`config.mk`:
```
export PLATFORM = sky130hd
export DESIGN_NAME = cordic_iter_ctrl_flat
export DESIGN_NICKNAME = d
export VERILOG_FILES = /design/src/rtl/cordic_pkg.sv /design/src/rtl/cordic_iter_ctrl_if.sv /design/src/rtl/cordic_iter_ctrl.sv /design/src/flat_wrapper.sv
export SDC_FILE = /design/constraint.sdc
export NUM_CORES = 1
export LEC_CHECK = 0
export CAP_MARGIN = 20
export CORE_AREA = 4 4 280 282
export CTS_CLUSTER_SIZE = 28
export DETAILED_ROUTE_END_ITERATION = 10
export DIE_AREA = 0 0 284 286
export HOLD_SLACK_MARGIN = 0.03
export PLACE_DENSITY = 0.56
export SYNTH_ARGS = -nofsm -noshare
export SYNTH_HDL_FRONTEND = slang
export SYNTH_SLANG_ARGS = --single-unit
```
`constraint.sdc`:
```
create_clock -name clk -period 6 [get_ports clk]
set_clock_uncertainty 0.15 [all_clocks]
set_input_delay 0.9 -clock clk [delete_from_list [all_inputs] [get_ports clk]]
set_output_delay 0.9 -clock clk [all_outputs]
set_load 0.01 [all_outputs]
```
`src/rtl/cordic_pkg.sv`:
```
// Shared definitions for the CORDIC iteration controller: FSM encoding,
// CORDIC mode codes and IEEE-754 single-precision helpers.
package cordic_pkg;

  typedef enum logic [2:0] {
    ST_IDLE   = 3'd0,
    ST_FETCH  = 3'd1,
    ST_LOAD   = 3'd2,
    ST_ISSUE  = 3'd3,
    ST_WAIT   = 3'd4,
    ST_UPDATE = 3'd5,
    ST_FIN    = 3'd6
  } state_t;

  localparam logic [1:0] MODE_LIN  = 2'b00;
  localparam logic [1:0] MODE_CIRC = 2'b01;
  localparam logic [1:0] MODE_HYP  = 2'b11;

  localparam int FP_SIGN_BIT = 31;

  localparam logic [31:0] FP_ONE  = 32'h3F80_0000;
  localparam logic [31:0] FP_ZERO = 32'h0000_0000;

  // Conditionally negate a single-precision value by toggling its sign bit.
  function automatic logic [31:0] fp_flip_sign(input logic [31:0] v, input logic flip);
    return {v[FP_SIGN_BIT] ^ flip, v[FP_SIGN_BIT-1:0]};
  endfunction

endpackage

```
`src/rtl/cordic_iter_ctrl_if.sv`:
```
// Operand/result handshake between the iteration controller (master)
// and the floating-point CORDIC ALU (slave).
interface cordic_iter_ctrl_if;

  logic [31:0] Xi;
  logic [31:0] Yi;
  logic [31:0] Zi;
  logic [31:0] Ki;
  logic [31:0] deltai;
  logic [31:0] thetai;
  logic [31:0] ki;
  logic [1:0]  mode;
  logic        ALU_enable;
  logic        ALU_done;
  logic [31:0] X_next;
  logic [31:0] Y_next;
  logic [31:0] Z_next;
  logic [31:0] K_next;

  modport master (
    output Xi, Yi, Zi, Ki, deltai, thetai, ki, mode, ALU_enable,
    input  ALU_done, X_next, Y_next, Z_next, K_next
  );

  modport slave (
    input  Xi, Yi, Zi, Ki, deltai, thetai, ki, mode, ALU_enable,
    output ALU_done, X_next, Y_next, Z_next, K_next
  );

endinterface

```
`src/rtl/cordic_iter_ctrl.sv`:
```
// CORDIC iteration sequencer: walks the coefficient ROM, issues one ALU op per
// iteration and feeds results back. Optional ALU watchdog: CORDIC_CTRL_TIMEOUT_EN.
module cordic_iter_ctrl
  import cordic_pkg::*;
#(
  parameter int N_ITER      = 16,
  parameter int IDX_W       = 5,
  parameter int TIMEOUT_CYC = 255
) (
  input  logic               clk,
  input  logic               rst_n,
  input  logic               start,
  input  logic [1:0]         mode_in,
  input  logic [31:0]        X0,
  input  logic [31:0]        Y0,
  input  logic [31:0]        Z0,
  input  logic [31:0]        K0,
  output logic               busy,
  output logic               done,
  output logic [31:0]        X_out,
  output logic [31:0]        Y_out,
  output logic [31:0]        Z_out,
  output logic [31:0]        K_out,
  output logic [IDX_W-1:0]   rom_addr,
  input  logic [31:0]        rom_delta,
  input  logic [31:0]        rom_theta,
  input  logic [31:0]        rom_k,
`ifdef CORDIC_CTRL_TIMEOUT_EN
  output logic               err,
`endif
  cordic_iter_ctrl_if.master alu
);

  if (N_ITER < 1 || N_ITER > (2**IDX_W) - 1 || TIMEOUT_CYC < 1) begin : g_param_check
    $error("cordic_iter_ctrl: N_ITER must be 1..2**IDX_W-1 and TIMEOUT_CYC >= 1");
  end

  state_t           state;
  logic [IDX_W-1:0] idx;
  logic [31:0]      x_reg, y_reg, z_reg, k_reg;
  logic             done_q;
  logic             done_edge;

  // A done level still high from the previous op must not count as a new completion.
  assign done_edge = alu.ALU_done & ~done_q;

`ifdef CORDIC_CTRL_TIMEOUT_EN
  localparam int CNT_W = $clog2(TIMEOUT_CYC + 1);
  logic [CNT_W-1:0] wait_cnt;
`endif

  always_ff @(posedge clk or negedge rst_n) begin
    if (!rst_n) begin
      state          <= ST_IDLE;
      idx            <= '0;
      x_reg          <= FP_ZERO;
      y_reg          <= FP_ZERO;
      z_reg          <= FP_ZERO;
      k_reg          <= FP_ZERO;
      done_q         <= 1'b0;
      busy           <= 1'b0;
      done           <= 1'b0;
      X_out          <= FP_ZERO;
      Y_out          <= FP_ZERO;
      Z_out          <= FP_ZERO;
      K_out          <= FP_ZERO;
      rom_addr       <= '0;
      alu.Xi         <= FP_ZERO;
      alu.Yi         <= FP_ZERO;
      alu.Zi         <= FP_ZERO;
      alu.Ki         <= FP_ZERO;
      alu.deltai     <= FP_ZERO;
      alu.thetai     <= FP_ZERO;
      alu.ki         <= FP_ZERO;
      alu.mode       <= MODE_LIN;
      alu.ALU_enable <= 1'b0;
`ifdef CORDIC_CTRL_TIMEOUT_EN
      wait_cnt       <= '0;
      err            <= 1'b0;
`endif
    end else begin
      done_q         <= alu.ALU_done;
      alu.ALU_enable <= 1'b0;
      done           <= 1'b0;
      case (state)
        ST_IDLE: begin
          if (start) begin
            x_reg    <= X0;
            y_reg    <= Y0;
            z_reg    <= Z0;
            k_reg    <= K0;
            alu.mode <= mode_in;
            idx      <= '0;
            rom_addr <= '0;
            busy     <= 1'b1;
`ifdef CORDIC_CTRL_TIMEOUT_EN
            err      <= 1'b0;
`endif
            state    <= ST_FETCH;
          end
        end
        ST_FETCH: begin
          rom_addr <= idx;
          state    <= ST_LOAD;
        end
        // Rotation direction follows the sign of the residual angle Z.
        ST_LOAD: begin
          alu.Xi         <= x_reg;
          alu.Yi         <= y_reg;
          alu.Zi         <= z_reg;
          alu.Ki         <= k_reg;
          alu.deltai     <= fp_flip_sign(rom_delta, z_reg[FP_SIGN_BIT]);
          alu.thetai     <= fp_flip_sign(rom_theta, ~z_reg[FP_SIGN_BIT]);
          alu.ki         <= rom_k;
          alu.ALU_enable <= 1'b1;
          state          <= ST_ISSUE;
        end
        ST_ISSUE: begin
`ifdef CORDIC_CTRL_TIMEOUT_EN
          wait_cnt <= '0;
`endif
          state    <= ST_WAIT;
        end
        ST_WAIT: begin
          if (done_edge) begin
            x_reg <= alu.X_next;
            y_reg <= alu.Y_next;
            z_reg <= alu.Z_next;
            k_reg <= alu.K_next;
            state <= ST_UPDATE;
          end
`ifdef CORDIC_CTRL_TIMEOUT_EN
          else if (wait_cnt == CNT_W'(TIMEOUT_CYC - 1)) begin
            X_out <= x_reg;
            Y_out <= y_reg;
            Z_out <= z_reg;
            K_out <= k_reg;
            done  <= 1'b1;
            err   <= 1'b1;
            state <= ST_FIN;
          end else begin
            wait_cnt <= wait_cnt + 1'b1;
          end
`endif
        end
        // Results are published on the way into FIN so they are valid with done.
        ST_UPDATE: begin
          if (idx == IDX_W'(N_ITER - 1)) begin
            X_out <= x_reg;
            Y_out <= y_reg;
            Z_out <= z_reg;
            K_out <= k_reg;
            done  <= 1'b1;
            state <= ST_FIN;
          end else begin
            idx      <= idx + 1'b1;
            rom_addr <= idx + 1'b1;
            state    <= ST_FETCH;
          end
        end
        ST_FIN: begin
          busy  <= 1'b0;
          state <= ST_IDLE;
        end
        default: state <= ST_IDLE;
      endcase
    end
  end

endmodule

```
`src/flat_wrapper.sv`:
```
// flat-port wrapper written by rule: the top's interface ports become plain ports
module cordic_iter_ctrl_flat import cordic_pkg::*;
#(
  parameter int N_ITER      = 16,
  parameter int IDX_W       = 5,
  parameter int TIMEOUT_CYC = 255
)
  (clk, rst_n, start, mode_in, X0, Y0, Z0, K0, busy, done, X_out, Y_out, Z_out, K_out, rom_addr, rom_delta, rom_theta, rom_k, alu_Xi, alu_Yi, alu_Zi, alu_Ki, alu_deltai, alu_thetai, alu_ki, alu_mode, alu_ALU_enable, alu_ALU_done, alu_X_next, alu_Y_next, alu_Z_next, alu_K_next);
  cordic_iter_ctrl_if alu_i ();
  input  logic clk;
  input  logic rst_n;
  input  logic start;
  input  logic [1:0] mode_in;
  input  logic [31:0] X0;
  input  logic [31:0] Y0;
  input  logic [31:0] Z0;
  input  logic [31:0] K0;
  output logic busy;
  output logic done;
  output logic [31:0] X_out;
  output logic [31:0] Y_out;
  output logic [31:0] Z_out;
  output logic [31:0] K_out;
  output logic [IDX_W-1:0] rom_addr;
  input  logic [31:0] rom_delta;
  input  logic [31:0] rom_theta;
  input  logic [31:0] rom_k;
  output wire logic [$bits(alu_i.Xi)-1:0] alu_Xi;
  output wire logic [$bits(alu_i.Yi)-1:0] alu_Yi;
  output wire logic [$bits(alu_i.Zi)-1:0] alu_Zi;
  output wire logic [$bits(alu_i.Ki)-1:0] alu_Ki;
  output wire logic [$bits(alu_i.deltai)-1:0] alu_deltai;
  output wire logic [$bits(alu_i.thetai)-1:0] alu_thetai;
  output wire logic [$bits(alu_i.ki)-1:0] alu_ki;
  output wire logic [$bits(alu_i.mode)-1:0] alu_mode;
  output wire logic [$bits(alu_i.ALU_enable)-1:0] alu_ALU_enable;
  input wire logic [$bits(alu_i.ALU_done)-1:0] alu_ALU_done;
  input wire logic [$bits(alu_i.X_next)-1:0] alu_X_next;
  input wire logic [$bits(alu_i.Y_next)-1:0] alu_Y_next;
  input wire logic [$bits(alu_i.Z_next)-1:0] alu_Z_next;
  input wire logic [$bits(alu_i.K_next)-1:0] alu_K_next;
  assign alu_Xi = alu_i.Xi;
  assign alu_Yi = alu_i.Yi;
  assign alu_Zi = alu_i.Zi;
  assign alu_Ki = alu_i.Ki;
  assign alu_deltai = alu_i.deltai;
  assign alu_thetai = alu_i.thetai;
  assign alu_ki = alu_i.ki;
  assign alu_mode = alu_i.mode;
  assign alu_ALU_enable = alu_i.ALU_enable;
  assign alu_i.ALU_done = alu_ALU_done;
  assign alu_i.X_next = alu_X_next;
  assign alu_i.Y_next = alu_Y_next;
  assign alu_i.Z_next = alu_Z_next;
  assign alu_i.K_next = alu_K_next;
  cordic_iter_ctrl #(.N_ITER(N_ITER), .IDX_W(IDX_W), .TIMEOUT_CYC(TIMEOUT_CYC)) u_core (.clk(clk), .rst_n(rst_n), .start(start), .mode_in(mode_in), .X0(X0), .Y0(Y0), .Z0(Z0), .K0(K0), .busy(busy), .done(done), .X_out(X_out), .Y_out(Y_out), .Z_out(Z_out), .K_out(K_out), .rom_addr(rom_addr), .rom_delta(rom_delta), .rom_theta(rom_theta), .rom_k(rom_k), .alu(alu_i));
endmodule
```
==> flow_summary.yaml, run 1 <==
clocking:
  post_cts_buffers: 0
  clock-sinks: 499
  clk_latency_ps: 590
  cts-resized-gates: 0
  cts_tree: "built"
  hold_buffers: 0
  cts_made_buffers: 56
  clkTransAtPathRegs_ps: 60
  clockRootBuffer: "clkbuf_16"
  cts_max_path_buffers: 3
  htree_levels: 2
sta:
  final-hold-violation-count: 0
  period_minus_slack_ps: 3109
  rsz0062_at_grt: "false"
  min_period_over_period: 0.5182
  setup_viol: 0
  tns_ps: 0
  finalMaxSlewViolations: 0
  max_freq_ghz: 0.3216
  worstMarginPinSlew_ps: 1034
  relSlewSlack: 0.3106
run_status:
  status: "finished clean"
yosys:
  synthCells: 1858
  synth_largest_area_cell: "dfrtp_1"
  ys_warn_count: 0
  synth_top_area_share: 0.6253
  synth_cell_types: 35
  syn_area_um2: 19970
  syn_area_per_cell_um2: 10.75
  synth_seq_area_share: 0.6253
  synthTopCellsByArea: "dfrtp_1 63%, nand2_1 13%, mux2_2 7.3%"
  synthesis.nets: 2218
  synth-seq-cells: 499
global_route:
  grt_pass1_wl_um: 102100
  grt.overflow.total: 0
  grt_pass1_vias: 16553
  track_usage: 0.1595
  antenna_found_initial: 7
  grt_max_degree: 151
critical_path:
  cp.arrival_ps: 3480
  crit_required_ps: 6370
  rrSetupSlack_ps: 2890
  start_kind: "flop"
  critPathBufInv: 2
  crit_family: "buffers and inverters"
  r2r_start: "u_core.state[0]"
  crit_fanout: 95
  slowest_delay_ps: 920
  rr_worst_depth: 6
  worstReg2RegEnd: "u_core.alu.thetai[6]"
  cp-end-kind: "flop"
  critPathSlowestCell: "buf_4"
  path_cells: "nor2_1, nand2_4, buf_4, buf_4, nand2_1, nand2_1"
  timing_worst_setup_path_type: "reg -> reg"
drt:
  wl_um: 67060
  drt_iter0_drc: 847
  wire_per_inst_um: 18.77
  first_pass_iters: 5
  postRouteAntennaNets: 0
  route.detailed.drc: 0
  route.vias.total: 15746
  viasPerCell: 4.408
final_layout:
  fill_cells: 7352
  drive_above_1_share: 0.09463
  final_util: 0.3945
  nNetsFinal: 2903
  stdcell_count: 3572
  syn_to_final_growth_pct: 49.54
floorplanning:
  die-area_um2: 81220
  core_um2: 75700
  initial_core_util: 0.2638
  rows: 101
  fp.dieH_um: 286
  ios: 720
  die_x_um: 284
placement:
  place.gp.congestion: 0.8279
  placedCellCount: 3463
  port-buffer-count: 719
  dpl.hpwl_um: 47750
power:
  powerDensity_nw_per_um2: 478.5
  leakage_nw: 13.39
  vdd_drop_max_mv: 0.3482
worst_hold_path:
  holdCritPathClass: "in -> async"
run:
  cap_violations: 0
## per-layer routing
layer  vias to the layer above  routed length [um]  part of all wire  GRT usage
li1                       7417                   -                 -          -
met3                       107                5211             0.078    0.04900
met1                      7696               25640              0.38     0.1844
met4                         0                1732             0.026    0.05179
met2                       526               34470              0.51     0.2825
met5                         -                   0                 0          0
## cell usage after synthesis
cell type / instances
xor2_1: 1
mux2i_1: 129
nor2_1: 132
clkbuf_1: 14
o22ai_1: 1
xnor2_1: 1
dfrtp_1: 499
nand2_1: 678
nor4b_2: 1
buf_2: 47
inv_1: 1
mux2_2: 130
o21ai_0: 13
o21a_1: 1
or2_2: 1
a21oi_1: 132
o31ai_1: 3
ha_1: 2
nand3_1: 2
buf_6: 11
a22o_1: 4
nand3b_1: 2
clkbuf_4: 2
buf_4: 31
nor3_2: 1
nor3b_1: 1
a32oi_1: 1
nor2b_1: 3
buf_1: 3
nand2b_1: 5
a2bb2oi_1: 1
a211oi_4: 1
and3_1: 1
a22oi_1: 1
inv_2: 2
## area by class of cell
cell class | instances | area, um^2 | area share
flip-flops and latches | 499 | 12490 | 0.4182
repair buffers | 735 | 7410 | 0.2481
multi-input cells | 1248 | 6822 | 0.2284
clock buffers | 86 | 1685 | 0.05644
well taps | 978 | 1224 | 0.04098
clock inverters | 18 | 202.7 | 0.006788
inverters | 3 | 18.77 | 0.0006285
diodes | 5 | 12.51 | 0.0004190
## power by group
| group | internal [mW] | switching [mW] | leakage [nW] | total (mW) |
|---|---|---|---|---|
| registers | 4.61 | 0.810 | 6.18 | 5.42 |
| clock network | 2.10 | 1.38 | 0.932 | 3.48 |
| logic | 2.47 | 2.92 | 6.28 | 5.39 |
## worst max-delay path by stage
stage	startpoint	to	slack, ps	cells past startpoint
global placement	alu_ALU_done	u_core.z_reg[6]	2980	6
CTS	u_core.state[0]	u_core.alu.thetai[6]	2870	6
floorplan	u_core.idx[0]	u_core.K_out[0]	3870	8
finish	u_core.state[0]	u_core.alu.thetai[6]	2890	6
global route	u_core.state[0]	u_core.alu.Ki[12]	2670	6
detailed placement	u_core.state[0]	u_core.alu.thetai[6]	2900	6
## through the flow
step | cell area [um^2] | hold slack, ps | total power, mW | setup slack (ps)
after floorplan | 19970 | 299.8 | 8.085 | 3873
after global placement | 27960 | 306.3 | 10.79 | 2982
after detailed placement | 27960 | 311.8 | 10.96 | 2895
after CTS | 29850 | 205.5 | 14.55 | 2869
after global routing | 29860 | 217.9 | 15.32 | 2668
final | 29860 | 205.9 | 14.29 | 2891
## placed cells by master, fill, tap and decap left out, types with 5 or more instances in the layout
cell type	n
clkdlybuf4s50_1	718
nand2_1	677
dfrtp_1	499
a21oi_1	132
nor2_1	131
mux2_2	130
mux2i_1	129
clkbuf_16	57
clkbuf_8	15
clkbuf_1	14
o21ai_0	13
clkinv_2	10
buf_4	9
buf_12	7
diode_2	5
nand2b_1	5
## cell families after synthesis
group                      Yosys count  synth area share
and+or+nand+nor                    827            0.1583
DFF                                499            0.6253
muxes                              259            0.1380
AOI/OAI and AO/OA                  158           0.04217
buffers and inverters              111           0.03415
xor gates and xnor gates             2         0.0008774
adders and majority gates            2          0.001253
## worst register-to-register path, stage by stage (launching register included)
cell,delay [ps]
dfrtp_1,590
nor2_1,180
nand2_4,130
buf_4,690
buf_4,950
nand2_1,220
nand2_1,120
Note: power is estimated with default switching activity, not from simulation.
==> run 2: changes to the inputs <==
--- a/config.mk
+++ b/config.mk
@@ -6,12 +6,12 @@
 export NUM_CORES = 1
 export LEC_CHECK = 0
 export CAP_MARGIN = 20
-export CORE_AREA = 4 4 280 282
+export CORE_AREA = 4 4 277 279
 export CTS_CLUSTER_SIZE = 28
 export DETAILED_ROUTE_END_ITERATION = 10
-export DIE_AREA = 0 0 284 286
+export DIE_AREA = 0 0 281 283
 export HOLD_SLACK_MARGIN = 0.03
-export PLACE_DENSITY = 0.56
+export PLACE_DENSITY = 0.59
 export SYNTH_ARGS = -nofsm -noshare
 export SYNTH_HDL_FRONTEND = slang
 export SYNTH_SLANG_ARGS = --single-unit
==> constraint.sdc (replaced) <==
create_clock -name clk -period 2.6 [get_ports clk]
set_clock_uncertainty 0.15 [all_clocks]
set_input_delay 0.39 -clock clk [delete_from_list [all_inputs] [get_ports clk]]
set_output_delay 0.39 -clock clk [all_outputs]
set_load 0.01 [all_outputs]
==> flow_summary.yaml, run 2 (synthesis results as in run 1) <==
run_status:
  status: "finished clean"
drt:
  route.vias.total: 15967
  drt_iter0_drc: 791
  wire_per_inst_um: 18.85
  postRouteAntennaNets: 0
  viasPerCell: 4.417
  route.detailed.drc: 0
  first_pass_iters: 5
  wl_um: 68150
global_route:
  antenna_found_initial: 7
  globalRouteMet1Util: 0.1865
  grt.overflow.total: 0
  track_usage: 0.1653
  grt_util_met3: 0.04702
  grt_pass1_vias: 17027
  grt_util_met2: 0.3037
  grt_pass1_wl_um: 102100
  grt_max_degree: 84
  busiest_layer: "met2"
final_layout:
  nNetsFinal: 2960
  drive_above_1_share: 0.1146
  final_cell_mix: "718 x clkdlybuf4s50_1, 677 x nand2_1, 499 x dfrtp_1, 132 x a21oi_1, 131 x nor2_1"
  syn_to_final_growth_pct: 52.42
  stdcell_count: 3615
  final_common_cell: "clkdlybuf4s50_1"
clocking:
  cts_tree: "built"
  clock-sinks: 499
  cts_max_path_buffers: 3
  clk_latency_ps: 590
  cts_made_buffers: 54
  clockRootBuffer: "clkbuf_16"
  htree_levels: 2
  clkTransAtPathRegs_ps: 60
  post_cts_buffers: 0
power:
  powerDensity_nw_per_um2: 1097
  leakage_nw: 13.71
  vdd_drop_max_mv: 0.5390
critical_path:
  cp-end-kind: "flop"
  slowest_delay_ps: 450
  crit_required_ps: 2920
  critPathSlowestCell: "dfrtp_1"
  critPathBufInv: 2
  critPathMostFrequentCell: "buf_12"
  crit_fanout: 21
  path_cells: "ha_1, and3_1, ha_2, nand2_1, nor2_4, buf_12, buf_12, mux2_2"
  start_kind: "flop"
  crit_family: "simple AND/OR/NAND/NOR gates"
  cp.arrival_ps: 2770
  timing_worst_setup_path_type: "reg -> reg"
sta:
  final-hold-violation-count: 0
  setup_viol: 0
  finalMaxSlewViolations: 0
  worstMarginPinSlew_ps: 671.7
  tns_ps: 0
  max_freq_ghz: 0.4067
  period_minus_slack_ps: 2459
  min_period_over_period: 0.9458
  relSlewSlack: 0.5522
  rsz0062_at_grt: "false"
floorplanning:
  rows: 100
  die_x_um: 281
  initial_core_util: 0.2691
  core_um2: 74200
  die-area_um2: 79520
  ios: 720
  fp.dieH_um: 283
placement:
  place.gp.congestion: 0.8318
  dpl.hpwl_um: 51100
  port-buffer-count: 719
  placedCellCount: 3512
run:
  cap_violations: 0
worst_hold_path:
  holdCritPathClass: "in -> reg"
## run 2: changes by cell type in the layout (fill, tap and decap cells not counted), moves of 2 or more
cell	before	now
buf_12	7	22
clkbuf_8	15	11
clkinvlp_4	2	4
bufinv_16	4	6
clkbuf_16	57	54
clkbuf_1	14	10
diode_2	5	3
buf_4	9	52
## run 2: repair_timing
item / CTS / global route
hold buffers: 1 / 0
endpoints found under the hold margin: 42 / 0
gates resized for setup: 0 / 1
endpoints found under the setup margin: 0 / 5
## run 2: layout make-up
class	instances	area [um^2]
Clock inverter	24	305.3
Timing Repair Buffer	794	8043
Sequential cell	499	12490
Multi-Input combinational cell	1248	6824
Inverter	3	18.77
Clock buffer	75	1540
Antenna cell	3	7.507
Tap cell	969	1212
Fill cell	7087	43760
## run 2: worst paths after layout
check	startpoint	endpoint	slack (ps)	cells past startpoint
max	u_core.idx[0]	u_core.Z_out[18]	140	8
min	alu_ALU_done	u_core.done_q	140	1
max reg2reg	u_core.idx[0]	u_core.Z_out[18]	140	8
min reg2reg	u_core.alu.Zi[30]	u_core.alu.Zi[30]	320	2
max in group asynchronous	rst_n	u_core.alu.thetai[23]	1100	3
min in group asynchronous	rst_n	u_core.X_out[21]	230	2
## run 2: through the flow
| step | power, mW | setup slack (ps) | util | instance area [um^2] | hold WS [ps] |
|---|---|---|---|---|---|
| after global placement | 25.45 | 203.0 | 0.3851 | 28570 | 273.7 |
| after CTS | 33.90 | 125.4 | 0.4101 | 30430 | 92.22 |
| after global routing | 35.71 | 50.02 | 0.4102 | 30440 | 95.37 |
| final | 33.39 | 140.9 | 0.4102 | 30440 | 140.4 |
| after detailed placement | 25.77 | 162.3 | 0.3851 | 28570 | 274.2 |
| after floorplan | 18.66 | 472.7 | - | 19970 | -55.59 |
## run 2: metal layers
layer | routed length [um] | vias to the layer above
met4 | 1907 | 0
met2 | 35060 | 552
met3 | 5191 | 93
li1 | - | 7524
met1 | 25990 | 7798
met5 | 0 | -
## run 2: power by group
group / switching [mW] / leakage, nW / internal, mW
clock network: 3.21 / 0.903 / 4.74
registers: 1.88 / 6.18 / 10.6
logic: 6.83 / 6.64 / 6.08
total: 11.9 / 13.7 / 21.5
==> run 3: changes to the inputs <==
--- a/config.mk
+++ b/config.mk
@@ -5,13 +5,14 @@
 export SDC_FILE = /design/constraint.sdc
 export NUM_CORES = 1
 export LEC_CHECK = 0
+export ABC_AREA = 1
 export CAP_MARGIN = 20
-export CORE_AREA = 4 4 277 279
+export CORE_MARGIN = 4
+export CORE_UTILIZATION = 25
 export CTS_CLUSTER_SIZE = 28
 export DETAILED_ROUTE_END_ITERATION = 10
-export DIE_AREA = 0 0 281 283
 export HOLD_SLACK_MARGIN = 0.03
-export PLACE_DENSITY = 0.59
+export PLACE_DENSITY = 0.55
 export SYNTH_ARGS = -nofsm -noshare
 export SYNTH_HDL_FRONTEND = slang
 export SYNTH_SLANG_ARGS = --single-unit
==> flow_summary.yaml, run 3 <==
run_status:
  status: "finished clean"
critical_path:
  path_cells: "ha_1, nand2_1, nor2_1, ha_1, nand4_1, buf_4, clkinv_1, buf_12, nand2_1, nand2_1"
  rr_worst_depth: 10
  crit_required_ps: 2990
  cp.arrival_ps: 2530
  critPathMostFrequentCell: "nand2_1"
  worstReg2RegEnd: "u_core.Y_out[31]"
  timing_worst_setup_path_type: "reg -> reg"
  rrSetupSlack_ps: 460
  r2r_start: "u_core.idx[1]"
  slowest_delay_ps: 410
  crit_fanout: 42
  critPathBufInv: 3
  cp.depth: 10
  start_kind: "flop"
  critPathSlowestCell: "dfrtp_1"
  crit_family: "simple AND/OR/NAND/NOR gates"
  cp-end-kind: "flop"
yosys:
  synth_seq_area_share: 0.6095
  async_flop_share: 1.000
  synth_cell_types: 23
  synth_top_family_by_area: "simple AND/OR/NAND/NOR gates"
  synthTopCellsByArea: "dfrtp_1 61%, nand2_1 21%, o21ai_0 4.9%"
  synthCells: 2394
  synthesis.nets: 2754
  synth_edf_count: 0
  synth_compound_area_frac: 0.06742
  synth_mux_area_frac: 0
  ys_warn_count: 0
  synth-seq-cells: 499
  synth_xor_xnor_area_share: 0.0008550
  synth_commonest_cells: "1167 x nand2_1, 499 x dfrtp_1, 199 x o21ai_0"
  syn_area_per_cell_um2: 8.558
  ys.flop_type: "dfrtp_1"
  syn_area_um2: 20490
  synth_top_area_share: 0.6095
  synth_fa_ha_area_frac: 0.001221
  synth_most_common_cell: "nand2_1"
  synth_largest_area_cell: "dfrtp_1"
  yosys.area_share.simple: 0.2624
placement:
  place.gp.congestion: 0.8364
  dpl.hpwl_um: 55550
  port-buffer-count: 719
power:
  pwr-share-seq: 0.358
  powerDensity_nw_per_um2: 1066
  leakage_nw: 14.79
  p_int_mw: 21.36
  switching_share: 0.3544
  comb_power_share: 0.374
  vdd_drop_max_mv: 0.4400
  p_switching_mw: 11.73
  p_clk_frac: 0.267
final_layout:
  syn_to_final_growth_pct: 51.53
  fill_cells: 8191
  final_cell_mix: "1166 x nand2_1, 718 x clkdlybuf4s50_1, 498 x dfrtp_1, 199 x o21ai_0, 179 x nand3_1"
  drive_above_1_share: 0.04942
  final_common_cell: "nand2_1"
  nNetsFinal: 3430
global_route:
  grt_pass1_vias: 17640
  grt_util_met2: 0.2796
  antenna_found_initial: 7
  grt_pass1_wl_um: 111900
  track_usage: 0.1676
  globalRouteMet1Util: 0.2127
  busiest_layer: "met2"
  grt_util_met3: 0.03496
  grt.overflow.total: 0
  grt_max_degree: 132
clocking:
  cts_max_path_buffers: 3
  clkTransAtPathRegs_ps: 60
  clock-sinks: 499
  post_cts_buffers: 0
  clockRootBuffer: "clkbuf_16"
  htree_levels: 2
  cts-resized-gates: 0
  cts_made_buffers: 57
  hold_buffers: 1
  cts_tree: "built"
  clk_latency_ps: 600
drt:
  drt_iter0_drc: 1049
  first_pass_iters: 5
  postRouteAntennaNets: 0
  route.detailed.drc: 0
  wl_um: 76130
  viasPerCell: 4.274
  wire_per_inst_um: 18.20
  route.vias.total: 17873
floorplanning:
  ios: 720
  die-area_um2: 86600
  initial_core_util: 0.2531
  die_x_um: 294.3
  fp.dieH_um: 294.3
  core_um2: 80940
  rows: 104
sta:
  final-hold-violation-count: 0
  setup_viol: 0
  period_minus_slack_ps: 2139
  max_freq_ghz: 0.4676
  relSlewSlack: 0.5004
  finalMaxSlewViolations: 0
  tns_ps: 0
  min_period_over_period: 0.8226
  worstMarginPinSlew_ps: 749.5
  rsz0062_at_grt: "false"
  whs_ps: 116.5
run:
  cap_violations: 0
worst_hold_path:
  min_from: "alu_ALU_done"
  holdCritPathClass: "in -> reg"
  min_to: "u_core.done_q"
  worstHoldPathCells: 1
-- run 3: worst max path at each step --
stage                          start                  to  slack, ps
detailed placement      alu_ALU_done    u_core.k_reg[23]        390
global placement        alu_ALU_done    u_core.k_reg[20]        430
finish                 u_core.idx[1]    u_core.Y_out[31]        460
CTS                 u_core.Z_out[31]           Z_out[31]        380
floorplan              u_core.idx[0]  u_core.rom_addr[3]        790
global route           u_core.idx[1]    u_core.Y_out[31]        280
-- run 3: stage by stage --
step / total power [mW] / util / instance area (um^2) / cells / worst slack [ps]
2_1_floorplan: 17.85 / - / 20490 / 2394 / 788.9
3_3_place_gp: 24.43 / 0.3575 / 28940 / 4070 / 431.4
3_5_place_dp: 24.59 / 0.3575 / 28940 / 4070 / 394.9
4_1_cts: 33.70 / 0.3834 / 31030 / 4176 / 383.4
5_1_grt: 35.34 / 0.3835 / 31040 / 4181 / 277.0
6_report: 33.09 / 0.3836 / 31050 / 4182 / 461.3
-- run 3: cell families (layout without fill, tap and decap cells) --
kind of cell	after synthesis	after routing
AND/OR/NAND/NOR	1359	1359
XOR/XNOR	2	2
flip-flops	499	499
buffers and inverters	256	978
AO/OA/AOI/OAI	276	276
other	0	6
adder cells (fa/ha/maj)	2	2
-- run 3: metal layers --
layer / vias up / wire, um
met5: - / 0
li1: 8876 / -
met1: 8345 / 32210
met2: 515 / 36530
met3: 137 / 4357
met4: 0 / 3036
-- run 3: power by group through the flow --
stage               combinational (mW)  sequential, mW  clock, mW
CTS                               12.7            11.9       9.16
global route                      13.7            12.2       9.46
detailed placement                12.6            12.0          0
finish                            12.4            11.9       8.85
floorplan                         5.37            12.5          0
global placement                  12.5            11.9          0
-- run 3: cell type report --
type                            count  area (um^2)  area share
Sequential cell                   499        12490      0.4023
Clock buffer                       83         1665     0.05364
Clock inverter                     22        417.9     0.01346
Tap cell                         1060         1326     0.04272
Multi-Input combinational cell   1639         6829      0.2200
Inverter                          103        389.1     0.01253
Antenna cell                        6        15.01   0.0004836
Timing Repair Buffer              770         7913      0.2549
